<file path="config.mk">
export PLATFORM = sky130hd
export DESIGN_NAME = inst_dispatcher
export DESIGN_NICKNAME = d
export VERILOG_FILES = /design/src/rtl/qc_inst_pkg.sv /design/src/rtl/inst_dispatcher.sv
export SDC_FILE = /design/constraint.sdc
export NUM_CORES = 1
export LEC_CHECK = 0
export BUFFER_PORTS_ARGS = -buffer_cell sky130_fd_sc_hd__buf_2
export CORE_ASPECT_RATIO = 0.5
export CORE_MARGIN = 2
export CORE_UTILIZATION = 33
export CTS_BUF_LIST = sky130_fd_sc_hd__clkbuf_8
export CTS_CLUSTER_DIAMETER = 150
export CTS_CLUSTER_SIZE = 16
export DETAILED_ROUTE_END_ITERATION = 6
export PLACE_DENSITY = 0.59
export SETUP_SLACK_MARGIN = 0.05
export SLEW_MARGIN = 0
export SYNTH_ARGS = -nofsm -noshare
export SYNTH_HDL_FRONTEND = slang
export SYNTH_SLANG_ARGS = --single-unit
export TNS_END_PERCENT = 10
</file>
<file path="constraint.sdc">
create_clock -name clk -period 2.4 [get_ports clk]
set_clock_uncertainty 0.05 [all_clocks]
set_input_delay 0.48 -clock clk [delete_from_list [all_inputs] [get_ports clk]]
set_output_delay 0.48 -clock clk [all_outputs]
set_load 0.1 [all_outputs]
</file>
<file path="src/rtl/qc_inst_pkg.sv">
// Shared types for the QC instruction dispatcher: instruction field layout,
// opcode values and dispatcher FSM states.
package qc_inst_pkg;

  localparam int OPC_W     = 4;
  localparam int DELAY_W   = 18;
  localparam int PAYLOAD_W = 16;
  localparam int DATA_W    = OPC_W + DELAY_W + PAYLOAD_W;
  localparam int TIME_W    = 32;

  localparam int OPC_MSB = DATA_W - 1;
  localparam int OPC_LSB = DELAY_W + PAYLOAD_W;
  localparam int DLY_MSB = DELAY_W + PAYLOAD_W - 1;
  localparam int DLY_LSB = PAYLOAD_W;
  localparam int PL_MSB  = PAYLOAD_W - 1;
  localparam int PL_LSB  = 0;

  typedef enum logic [OPC_W-1:0] {
    OP_NOP   = 4'd0,
    OP_PULSE = 4'd1,
    OP_SYNC  = 4'd2,
    OP_HALT  = 4'd3
  } opcode_e;

  typedef struct packed {
    logic [OPC_W-1:0]     opc;
    logic [DELAY_W-1:0]   delay;
    logic [PAYLOAD_W-1:0] payload;
  } inst_t;

  typedef enum logic [2:0] {
    S_IDLE,
    S_FETCH,
    S_DECODE,
    S_WAIT,
    S_ISSUE,
    S_SYNC
  } disp_state_e;

  // HALT and illegal opcodes execute from WAIT with the counter at zero,
  // so they get a visible action cycle just like ISSUE/SYNC do.
  function automatic disp_state_e action_state(input logic [OPC_W-1:0] opc);
    case (opc)
      OP_NOP:   action_state = S_FETCH;
      OP_PULSE: action_state = S_ISSUE;
      OP_SYNC:  action_state = S_SYNC;
      default:  action_state = S_WAIT;
    endcase
  endfunction

endpackage

</file>
<file path="src/rtl/inst_dispatcher.sv">
// Instruction FIFO consumer: pops timed instructions, waits their delay,
// then issues a payload, waits for sync, idles, or halts.
module inst_dispatcher
  import qc_inst_pkg::*;
#(
  parameter int DATA_WIDTH    = DATA_W,
  parameter int OPC_WIDTH     = OPC_W,
  parameter int DELAY_WIDTH   = DELAY_W,
  parameter int PAYLOAD_WIDTH = PAYLOAD_W,
  parameter int TIME_WIDTH    = TIME_W
) (
  input  logic                     clk,
  input  logic                     reset,
  input  logic                     start,
  input  logic                     abort,
  input  logic                     fifo_empty,
  output logic                     fifo_rd_en,
  input  logic [DATA_WIDTH-1:0]    fifo_data,
  input  logic                     sync_trig,
  output logic                     out_valid,
  input  logic                     out_ready,
  output logic [PAYLOAD_WIDTH-1:0] out_payload,
  output logic                     busy,
  output logic                     done,
  output logic                     err_illegal,
  output logic                     underrun,
  output logic [TIME_WIDTH-1:0]    prog_time
);

  disp_state_e              state_q, state_d;
  logic [OPC_WIDTH-1:0]     opc_q;
  logic [DELAY_WIDTH-1:0]   cnt_q;
  logic [PAYLOAD_WIDTH-1:0] payload_q;
  logic                     first_done_q;

  logic [OPC_WIDTH-1:0]     opc_in;
  logic [DELAY_WIDTH-1:0]   dly_in;
  logic [PAYLOAD_WIDTH-1:0] pl_in;
  logic                     exec_now;
  logic                     legal_op;

  assign opc_in   = fifo_data[OPC_MSB:OPC_LSB];
  assign dly_in   = fifo_data[DLY_MSB:DLY_LSB];
  assign pl_in    = fifo_data[PL_MSB:PL_LSB];
  assign exec_now = (state_q == S_WAIT) && (cnt_q == '0) && !abort;
  assign legal_op = (opc_q == OP_NOP) || (opc_q == OP_PULSE) ||
                    (opc_q == OP_SYNC) || (opc_q == OP_HALT);

  assign busy        = (state_q != S_IDLE);
  assign out_valid   = (state_q == S_ISSUE);
  assign out_payload = payload_q;

  always_comb begin
    state_d    = state_q;
    fifo_rd_en = 1'b0;
    done       = 1'b0;
    case (state_q)
      S_IDLE:   if (start) state_d = S_FETCH;
      S_FETCH: begin
        if (!fifo_empty) begin
          fifo_rd_en = 1'b1;
          state_d    = S_DECODE;
        end
      end
      S_DECODE: state_d = (dly_in == '0) ? action_state(opc_in) : S_WAIT;
      S_WAIT: begin
        if (cnt_q == '0) begin
          state_d = S_IDLE;
          done    = (opc_q == OP_HALT);
        end else if (cnt_q == DELAY_WIDTH'(1)) begin
          state_d = action_state(opc_q);
        end
      end
      S_ISSUE:  if (out_ready) state_d = S_FETCH;
      S_SYNC:   if (sync_trig) state_d = S_FETCH;
      default:  state_d = S_IDLE;
    endcase
    if (abort) begin
      state_d    = S_IDLE;
      fifo_rd_en = 1'b0;
      done       = 1'b0;
    end
  end

  always_ff @(posedge clk or posedge reset) begin
    if (reset) begin
      state_q      <= S_IDLE;
      opc_q        <= '0;
      cnt_q        <= '0;
      payload_q    <= '0;
      first_done_q <= 1'b0;
      err_illegal  <= 1'b0;
      underrun     <= 1'b0;
      prog_time    <= '0;
    end else begin
      state_q <= state_d;
      if (busy) prog_time <= prog_time + TIME_WIDTH'(1);
      if (abort) begin
        cnt_q     <= '0;
        payload_q <= '0;
      end else begin
        case (state_q)
          S_IDLE: begin
            if (start) begin
              err_illegal  <= 1'b0;
              underrun     <= 1'b0;
              prog_time    <= '0;
              first_done_q <= 1'b0;
            end
          end
          S_FETCH:  if (fifo_empty && first_done_q) underrun <= 1'b1;
          S_DECODE: begin
            opc_q        <= opc_in;
            cnt_q        <= dly_in;
            payload_q    <= pl_in;
            first_done_q <= 1'b1;
          end
          S_WAIT: begin
            if (cnt_q != '0) cnt_q <= cnt_q - DELAY_WIDTH'(1);
            if (exec_now && !legal_op) err_illegal <= 1'b1;
          end
          default: ;
        endcase
      end
    end
  end

endmodule
</file>
== Word-level counts from Yosys, hierarchy flattened ==
Cells that the tools add are included.

* Add/sub/neg operators: 2
* Eq/ne operators: 20
* Muxes and demuxes: 32
* Bitwise gates (word level): 1
* Reductions and logical operators: 27

{| class="wikitable"
|+ Operator list
! cell !! count
|-
| two-way mux 32 bit || 4
|-
| zero test 18 bit || 2
|-
| two-way mux 18 bit || 2
|-
| one-hot mux 18 bit (2 select lines) || 1
|-
| adder 32 x 1 -> 32 bit, second input constant || 1
|-
| two-way mux 16 bit || 2
|-
| two-way mux 3 bit || 8
|-
| equality test 18 x 1 -> 1 bit, second input constant || 1
|-
| one-hot mux 3 bit (3 select lines) || 2
|-
| one-hot mux 3 bit (6 select lines) || 1
|-
| nonzero test 18 bit || 1
|-
| subtractor 18 x 1 -> 18 bit, second input constant || 1
|-
| equality test 4 x 2 -> 1 bit, second input constant || 3
|-
| two-way mux 1 bit || 9
|-
| inequality test 3 bit, second input constant || 3
|-
| equality test 4 x 1 -> 1 bit, second input constant || 2
|-
| zero test 4 bit || 2
|-
| AND reduction 4 bit || 2
|-
| nonzero test 2 bit || 4
|-
| equality test 3 x 2 -> 1 bit, second input constant || 2
|-
| equality test 3 bit, second input constant || 2
|-
| inequality test 3 x 2 -> 1 bit, second input constant || 2
|-
| one-hot mux 1 bit (2 select lines) || 3
|-
| nonzero test 3 bit || 2
|-
| 12 further kinds || 20
|}

* Flip-flop bits (word level): 76
* Input bits: 45
* Output and inout bits: 54
* Logic and storage cells: 90

== Depth between registers and ports, before layout ==
Gate-level depths: netlist (run 1).

* Word-level depth: 8
* Gate-level depth with buffers: 8
* Gate-level depth less buffers: 7

== Worst setup path before layout (run 1) ==
No wires, ideal clock.

* Kind: reg2out
* Start point: register cnt_q[13]
* End point: output done
* Arrival time: 4481 ps
* Required time: 1870 ps
* Setup slack: -2611 ps
* Stages on the path, launching flop included: 7
* Path buffers: 1
* Cell sequence: dfrtp_1 or4_4 buf_6 nor4_4 and2_1 nand2_1 nor4_1

* Word-level cells in the longest chain between the ends: 4

{| class="wikitable"
|+ Ends and longest elaborated chain
! element !! RTL line !! RTL
|-
| start: declaration || inst_dispatcher.sv:32 || <nowiki>logic [DELAY_WIDTH-1:0] cnt_q;</nowiki>
|-
| start signal: assignment || inst_dispatcher.sv:114 || <nowiki>cnt_q <= dly_in;</nowiki>
|-
| start signal: assignment || inst_dispatcher.sv:119 || <nowiki>if (cnt_q != '0) cnt_q <= cnt_q - DELAY_WIDTH'(1);</nowiki>
|-
| zero test 18 bit || inst_dispatcher.sv:67 || <nowiki>if (cnt_q == '0) begin</nowiki>
|-
| two-way mux 1 bit || inst_dispatcher.sv:67 ||
|-
| two-way mux 1 bit || inst_dispatcher.sv:57 || <nowiki>case (state_q)</nowiki>
|-
| two-way mux 1 bit || inst_dispatcher.sv:78 || <nowiki>if (abort) begin</nowiki>
|-
| end: declaration || inst_dispatcher.sv:24 || <nowiki>output logic done,</nowiki>
|}

No other way between the ends.

== Final worst setup path (run 1) ==
Same ends and word-level chain as after synthesis.

==> results.cfg, run 1 <==
[timing]
rsz0062_at_grt = true
layout_setup_ws_ns = -0.3453
finalCriticalPeriod_ns = 2.745
finalCritPeriodShare_pct = 114.4
timing.fmax_mhz = 364.3
finalSetupViolCount = 1
slew_headroom_pct = 62.74
worst_slew_pin_slew_ns = 0.5555
drv_slew = 0
finalHoldViolCount = 0

[drt]
drt-total-wl_um = 11390
drtIter0Drc = 245
via_per_inst = 5.297
ant_nets = 0
drc = 0
post_drt_wl_per_cell_um = 15.09
vias = 3999
first_pass_iters = 5

[grt]
grt_usage_pct = 17.78
antenna_found_initial = 0
global_route.overflow_total = 0
grt_pass1_vias = 3647
grt_max_degree = 35
grt_pass1_wl_um = 18640

[critical_path]
endpoint = done
slowest_stage = or4_4
critPathLaunch = cnt_q[13]
r2r-start = cnt_q[13]
cp-start-kind = flip-flop
cpMostUsedCell = nor4_4
cp_cell_sequence = or4_4, nor4_4, and2_4, nand2_2, nor4_4, buf_12
worst-path-buf-inv = 1
crit_arrival_ns = 2.22
cp_top_family = simple AND/OR/NAND/NOR gates
cp.depth = 6
crit_fanout = 2
crit_required_ns = 1.87
end_kind = primary output
r2r_cells = 5
rr_endpoint = state_q[2]
slowest_delay_ns = 0.55
ff2ff_setup_slack_ns = 0.22
path_class = reg2out

[placement]
gp_congestion = 0.8950
pre_cts_ws_ns = -0.01410
dp_hpwl_um = 8363
dpl.cell_count = 739
io_buffers = 98

[job]
drv_cap = 0

[synthesis]
synth_cell_types = 61
synth_area_um2 = 4079
syn_area_per_cell_um2 = 8.810
ys_ff_latch = 76
seq_area_frac_synth_pct = 46.63
synth_edf_count = 0
synth_ff_type = dfrtp_1
yosysWarnings = 0
synthesis.instances = 463
synth.net_count = 512
synth_async_sr_flop_share_pct = 100.0

[layout]
finalNetCount = 634
area_delta_synth_final_pct = 27.52
drive_gt1_share_pct = 27.63
diodes = 0
instances_no_fill = 755

[power]
seqPwrFrac_pct = 30.6
power.leakage_nw = 2.450
p_int_mw = 2.822
swShare_pct = 47.42
powerDensity_nw_per_um2 = 1032
p_switching_mw = 2.545
clockPowerShare_pct = 18.4
combPwrFrac_pct = 51.0
ir_drop_v = 0.0005750

[die]
io_pins = 99
die_area_um2 = 13320
num_rows = 28
core_um2 = 11950
die_w_um = 161.2
die_h_um = 82.62
start_util_pct = 34.14

[status]
failed_checks = negative setup slack
outcome = complete, but fails checks

[clocking]
cts_root_buf = clkbuf_8
cts_sinks = 76
insertion_delay_ns = 0.37
cts_tree = built
htree_levels = 3
clkTransAtPathRegs_ns = 0.08
cts_buffer_depth = 2
numCtsBuffers = 9
cts_hold_buf = 0

[worst_hold_path]
hold_class = in2async
==> power by group through the flow <==
| stage | sequential (mW) | clock [mW] | combinational (mW) |
|---|---|---|---|
| floorplan | 2.18 | 0 | 1.42 |
| global placement | 1.66 | 0 | 2.68 |
| detailed placement | 1.67 | 0 | 2.68 |
| CTS | 1.64 | 1.02 | 2.73 |
| global route | 1.67 | 1.08 | 2.99 |
| finish | 1.64 | 0.987 | 2.74 |
==> worst reg2reg max path, cell delays in order (launching register included) <==
cell and delay, ns:
dfrtp_1 0.38, or4_4 0.55, buf_4 0.18, o31a_1 0.28
or4b_4 0.51, o32ai_1 0.14
==> cell families (layout without fill, tap and decap cells) <==
group | Yosys count | count (layout) | share of synthesized area [%]
simple gates | 224 | 224 | 27.73
compound gates | 115 | 115 | 17.70
flops | 76 | 76 | 46.63
buf+inv | 29 | 156 | 3.006
mux | 12 | 12 | 3.067
fa+ha+maj | 4 | 4 | 1.227
xor+xnor | 3 | 3 | 0.6443
==> cell usage in the layout, fill, tap and decap left out, types with 3 or more instances in the layout <==
master and n:
and4_1 3, nand3_1 29, ha_1 4, o31ai_1 8
o22ai_1 10, mux2_2 3, and2_1 6, nor4_4 3
nand2b_1 3, a21oi_1 35, nor2_1 25, inv_1 8
mux2i_1 8, o21ai_0 19, nor2b_1 3, o211ai_1 7
buf_2 94, dfrtp_1 76, buf_4 33, nand4_1 13
a31oi_1 4, o21ai_1 8, nor4_1 17, nor3_1 14
nand2_1 86, a32o_1 3, and3_1 6, clkbuf_8 9
==> Yosys cell counts, drive strengths merged, types with 2 or more instances <==
cell / count / area share (%)
nand3b: 2 / 0.37
a21o: 2 / 0.37
a21oi: 35 / 4.3
mux2: 4 / 1.1
nor2: 25 / 2.3
a31oi: 4 / 0.61
o211ai: 7 / 1.3
inv: 9 / 0.83
nor3: 16 / 2.1
or4: 3 / 0.64
nor2b: 3 / 0.46
o311ai: 3 / 0.64
and2: 7 / 1.1
dfrtp: 76 / 47
nand3: 29 / 3.6
or3: 3 / 0.49
and3: 6 / 0.92
nand2: 87 / 8.0
a32o: 3 / 0.74
nand4: 13 / 2.0
o32ai: 2 / 0.43
mux2i: 8 / 2.0
o22ai: 10 / 1.5
nor4: 21 / 4.0
clkbuf: 16 / 1.5
nand2b: 3 / 0.46
and4: 3 / 0.64
buf: 4 / 0.67
xor2: 2 / 0.43
o31ai: 8 / 1.5
o21ai: 27 / 3.3
ha: 4 / 1.2
a22oi: 2 / 0.37
==> how the worst min path moves through the flow <==
stage / from / end / slack, ns / cells after the start
floorplan: first_done_q / first_done_q / 0.40 / 1
global placement: reset / prog_time[1] / 0.43 / 2
CTS: reset / out_payload[5] / 0.03 / 2
finish: reset / prog_time[1] / 0.03 / 2
detailed placement: err_illegal / err_illegal / 0.42 / 2
global route: reset / out_payload[5] / 0.03 / 2
==> metal layers <==
layer	vias up	global-route usage, %	share of wire, %
li1	1966	-	-
met1	1912	23.16	47
met2	109	29.61	47
met3	12	4.346	5.3
met4	0	5.804	1.1
met5	-	0	0
==> through the flow <==
stage	util [%]	TNS, ns	total power, mW	cell area [um^2]	hold WS (ns)
5_1_grt	43.54	-0.4583	5.740	5201	0.03315
3_3_place_gp	41.79	0	4.341	4992	0.4283
6_report	43.54	-0.3453	5.367	5201	0.03184
4_1_cts	43.50	-0.3846	5.392	5196	0.03334
2_1_floorplan	-	-1.613	3.603	4109	0.3995
3_5_place_dp	41.79	-0.01410	4.349	4992	0.4218
==> final cells by class <==
type                            count  area [um^2]
Inverter                            9        37.54
Multi-Input combinational cell    358         2090
Tap cell                          165        206.4
Timing Repair Buffer              131        773.2
Clock buffer                        9        123.9
Clock inverter                      7        68.82
Fill cell                        1217         6745
Sequential cell                    76         1902
==> registers in the layout (all words and copies together), names as in the netlist <==
register,flops
opc_q,4
err_illegal,1
underrun,1
cnt_q,18
out_payload,16
prog_time,32
first_done_q,1
state_q,3
==> timing repair <==
item / CTS / global route
resized for setup: 4 / 2
endpoints found under the setup margin: 2 / 3
setup buffers: 0 / 0
Note: power is estimated with default switching activity, not from simulation.
==> run 2: changes to the inputs <==
--- a/config.mk
+++ b/config.mk
@@ -5,6 +5,7 @@
 export SDC_FILE = /design/constraint.sdc
 export NUM_CORES = 1
 export LEC_CHECK = 0
+export ABC_AREA = 1
 export BUFFER_PORTS_ARGS = -buffer_cell sky130_fd_sc_hd__buf_2
 export CORE_ASPECT_RATIO = 0.5
 export CORE_MARGIN = 2
@@ -13,7 +14,7 @@
 export CTS_CLUSTER_DIAMETER = 150
 export CTS_CLUSTER_SIZE = 16
 export DETAILED_ROUTE_END_ITERATION = 6
-export PLACE_DENSITY = 0.59
+export PLACE_DENSITY = 0.58
 export SETUP_SLACK_MARGIN = 0.05
 export SLEW_MARGIN = 0
 export SYNTH_ARGS = -nofsm -noshare
==> run 2 against run 1 <==
  * The run now ends clean
  * Die area grew 14%
  * Largest power group unchanged
  * Critical path depth stayed put
  * Sequential power grew 4%
==> results.cfg, run 2 <==
[synthesis]
synth_area_um2 = 4658
synth_simple_gate_area_share_pct = 35.37
synth-xor-area-share_pct = 0.5641
seq_area_frac_synth_pct = 40.83
synth.net_count = 715
synth_async_sr_flop_share_pct = 100.0
synth_compound_area_share_pct = 12.36
yosysWarnings = 0
synth_cell_types = 36
yosysTopAreaCell = dfrtp_1
syn_area_per_cell_um2 = 6.994
synth_commonest_cells = nand2_1 (187), inv_1 (91), dfrtp_1 (76)
yosys-top-cells-area = dfrtp_1 (41%), nand2_1 (15%), inv_1 (7.3%)
synth_top_family_by_area = simple AND/OR/NAND/NOR gates
synth_top_area_share_pct = 40.83
synth_edf_count = 0
ys_ff_latch = 76
synth_ff_type = dfrtp_1
yosysMostFrequentCell = nand2_1
synth_fa_ha_area_share_pct = 1.074
synthesis.instances = 666
synthMuxAreaShare_pct = 0.4298

[layout]
diodes = 0
num-fill-cells = 1483
largest_register_ffs = 32
mostFrequentLayoutCell = nand2_1
final_cell_mix = nand2_1 (185), buf_2 (96), inv_1 (92)
finalNetCount = 839
fin_area_um2 = 5783
area_delta_synth_final_pct = 24.15
largest-register = prog_time
drive_gt1_share_pct = 22.42

[timing]
finalCritPeriodShare_pct = 95.69
finalCriticalPeriod_ns = 2.297
drv_slew = 0
timing.fmax_mhz = 435.4
worst_slew_pin_slew_ns = 0.5005
rsz0062_at_grt = true
slew_headroom_pct = 66.86
layout_setup_ws_ns = 0.1034
finalHoldViolCount = 0
finalSetupViolCount = 0
hold_ws_ns = 0.06197

[job]
drv_cap = 0

[critical_path]
cp-start-kind = flip-flop
crit_fanout = 2
crit_required_ns = 1.87
crit_arrival_ns = 1.77
end_kind = primary output
path_class = reg2out

[clocking]
cts_sinks = 76
numCtsBuffers = 9
cts_buffer_depth = 2
cts_root_buf = clkbuf_8
clkTransAtPathRegs_ns = 0.08
htree_levels = 3
cts_hold_buf = 0
cts_tree = built
insertion_delay_ns = 0.36

[grt]
global_route.overflow_total = 0
grt_max_degree = 61
grt_pass1_vias = 4429
grt_usage_pct = 18.23
grt_pass1_wl_um = 21590
antenna_found_initial = 0

[die]
io_pins = 99
die_h_um = 88.01
die_w_um = 172.0
start_util_pct = 34.09
die_area_um2 = 15140
core_um2 = 13660
num_rows = 30

[drt]
vias = 4690
post_drt_wl_per_cell_um = 13.19
drtIter0Drc = 291
first_pass_iters = 5
ant_nets = 0
drt-total-wl_um = 13000
drc = 0
via_per_inst = 4.757

[placement]
io_buffers = 98
post_dp_cell_area_um2 = 5426
gp_congestion = 0.8665
dp_hpwl_um = 9512
pre_cts_ws_ns = 0.3415

[status]
outcome = completed

[power]
powerDensity_nw_per_um2 = 860.7
ir_drop_v = 0.0002650
power.leakage_nw = 3.087
p_total_mw = 4.978

[worst_hold_path]
hold_class = in2async
==> run 2: cell types whose count changed in the layout (fill, tap and decap cells not counted), sizes merged, moves of 9 or more <==
cell	previous run	this run
nand2	87	191
inv	9	100
nand3	29	67
nor2	25	84
o22ai	10	1
nor4	21	1
o21ai	27	71
a21oi	35	5
a22o	1	16
==> run 2: area by class of cell <==
class,count,area (um^2),area share (%)
multi-input cells,480,2380,41.15
flip-flops and latches,76,1903,32.91
repair buffers,124,715.7,12.38
inverters,99,375.4,6.491
well taps,192,240.2,4.154
clock buffers,11,151.4,2.618
clock inverters,4,17.52,0.3029
==> run 2: logic make-up after synthesis <==
family	count (synthesis)
flops	76
buf+inv	110
compound gates	99
simple gates	372
fa+ha+maj	4
mux	2
xor+xnor	3
==> run 2: report_power, final <==
part | internal (mW) | switching [mW] | total [mW]
Combinational | 0.643 | 1.75 | 2.39
Sequential | 1.49 | 0.210 | 1.70
Clock | 0.416 | 0.475 | 0.891
==> run 2: metrics by stage <==
stage,utilization [%],cells,setup TNS (ns)
2_1_floorplan,-,666,-0.03339
3_3_place_gp,39.72,950,0
3_5_place_dp,39.72,950,0
4_1_cts,41.98,980,0
5_1_grt,42.33,986,0
6_report,42.33,986,0
==> run 2: timing repair <==
item,4_1_cts,5_1_grt
endpoints found under the setup margin,2,2
resized for setup,10,1
pin swaps,4,4
buffers inserted,15,6
==> run 2: layer usage <==
layer	vias up	track usage, %	part of all wire [%]
met5	-	0	0
met4	0	6.188	1.6
met3	19	3.479	4.3
met2	101	30.78	47
met1	2181	23.79	48
li1	2389	-	-
==> run 2: worst paths after layout <==
path,from,to,slack [ns],depth (start not counted)
setup / recovery,cnt_q[13],done,0.10,6
hold / removal,reset,out_payload[15],0.06,2
setup reg to reg,state_q[1],prog_time[26],0.45,8
hold reg to reg,err_illegal,err_illegal,0.45,2
max in group asynchronous,reset,cnt_q[2],1.57,3
min in group clk,fifo_data[15],out_payload[15],0.28,2
==> run 2: critical path, cell delays in order, from the launching register on <==
cell and delay, ns:
dfrtp_1 0.39, nor2_2 0.15, nand2_2 0.09, nor4_2 0.13, nand4_1 0.23, nor3_4 0.21
buf_12 0.20
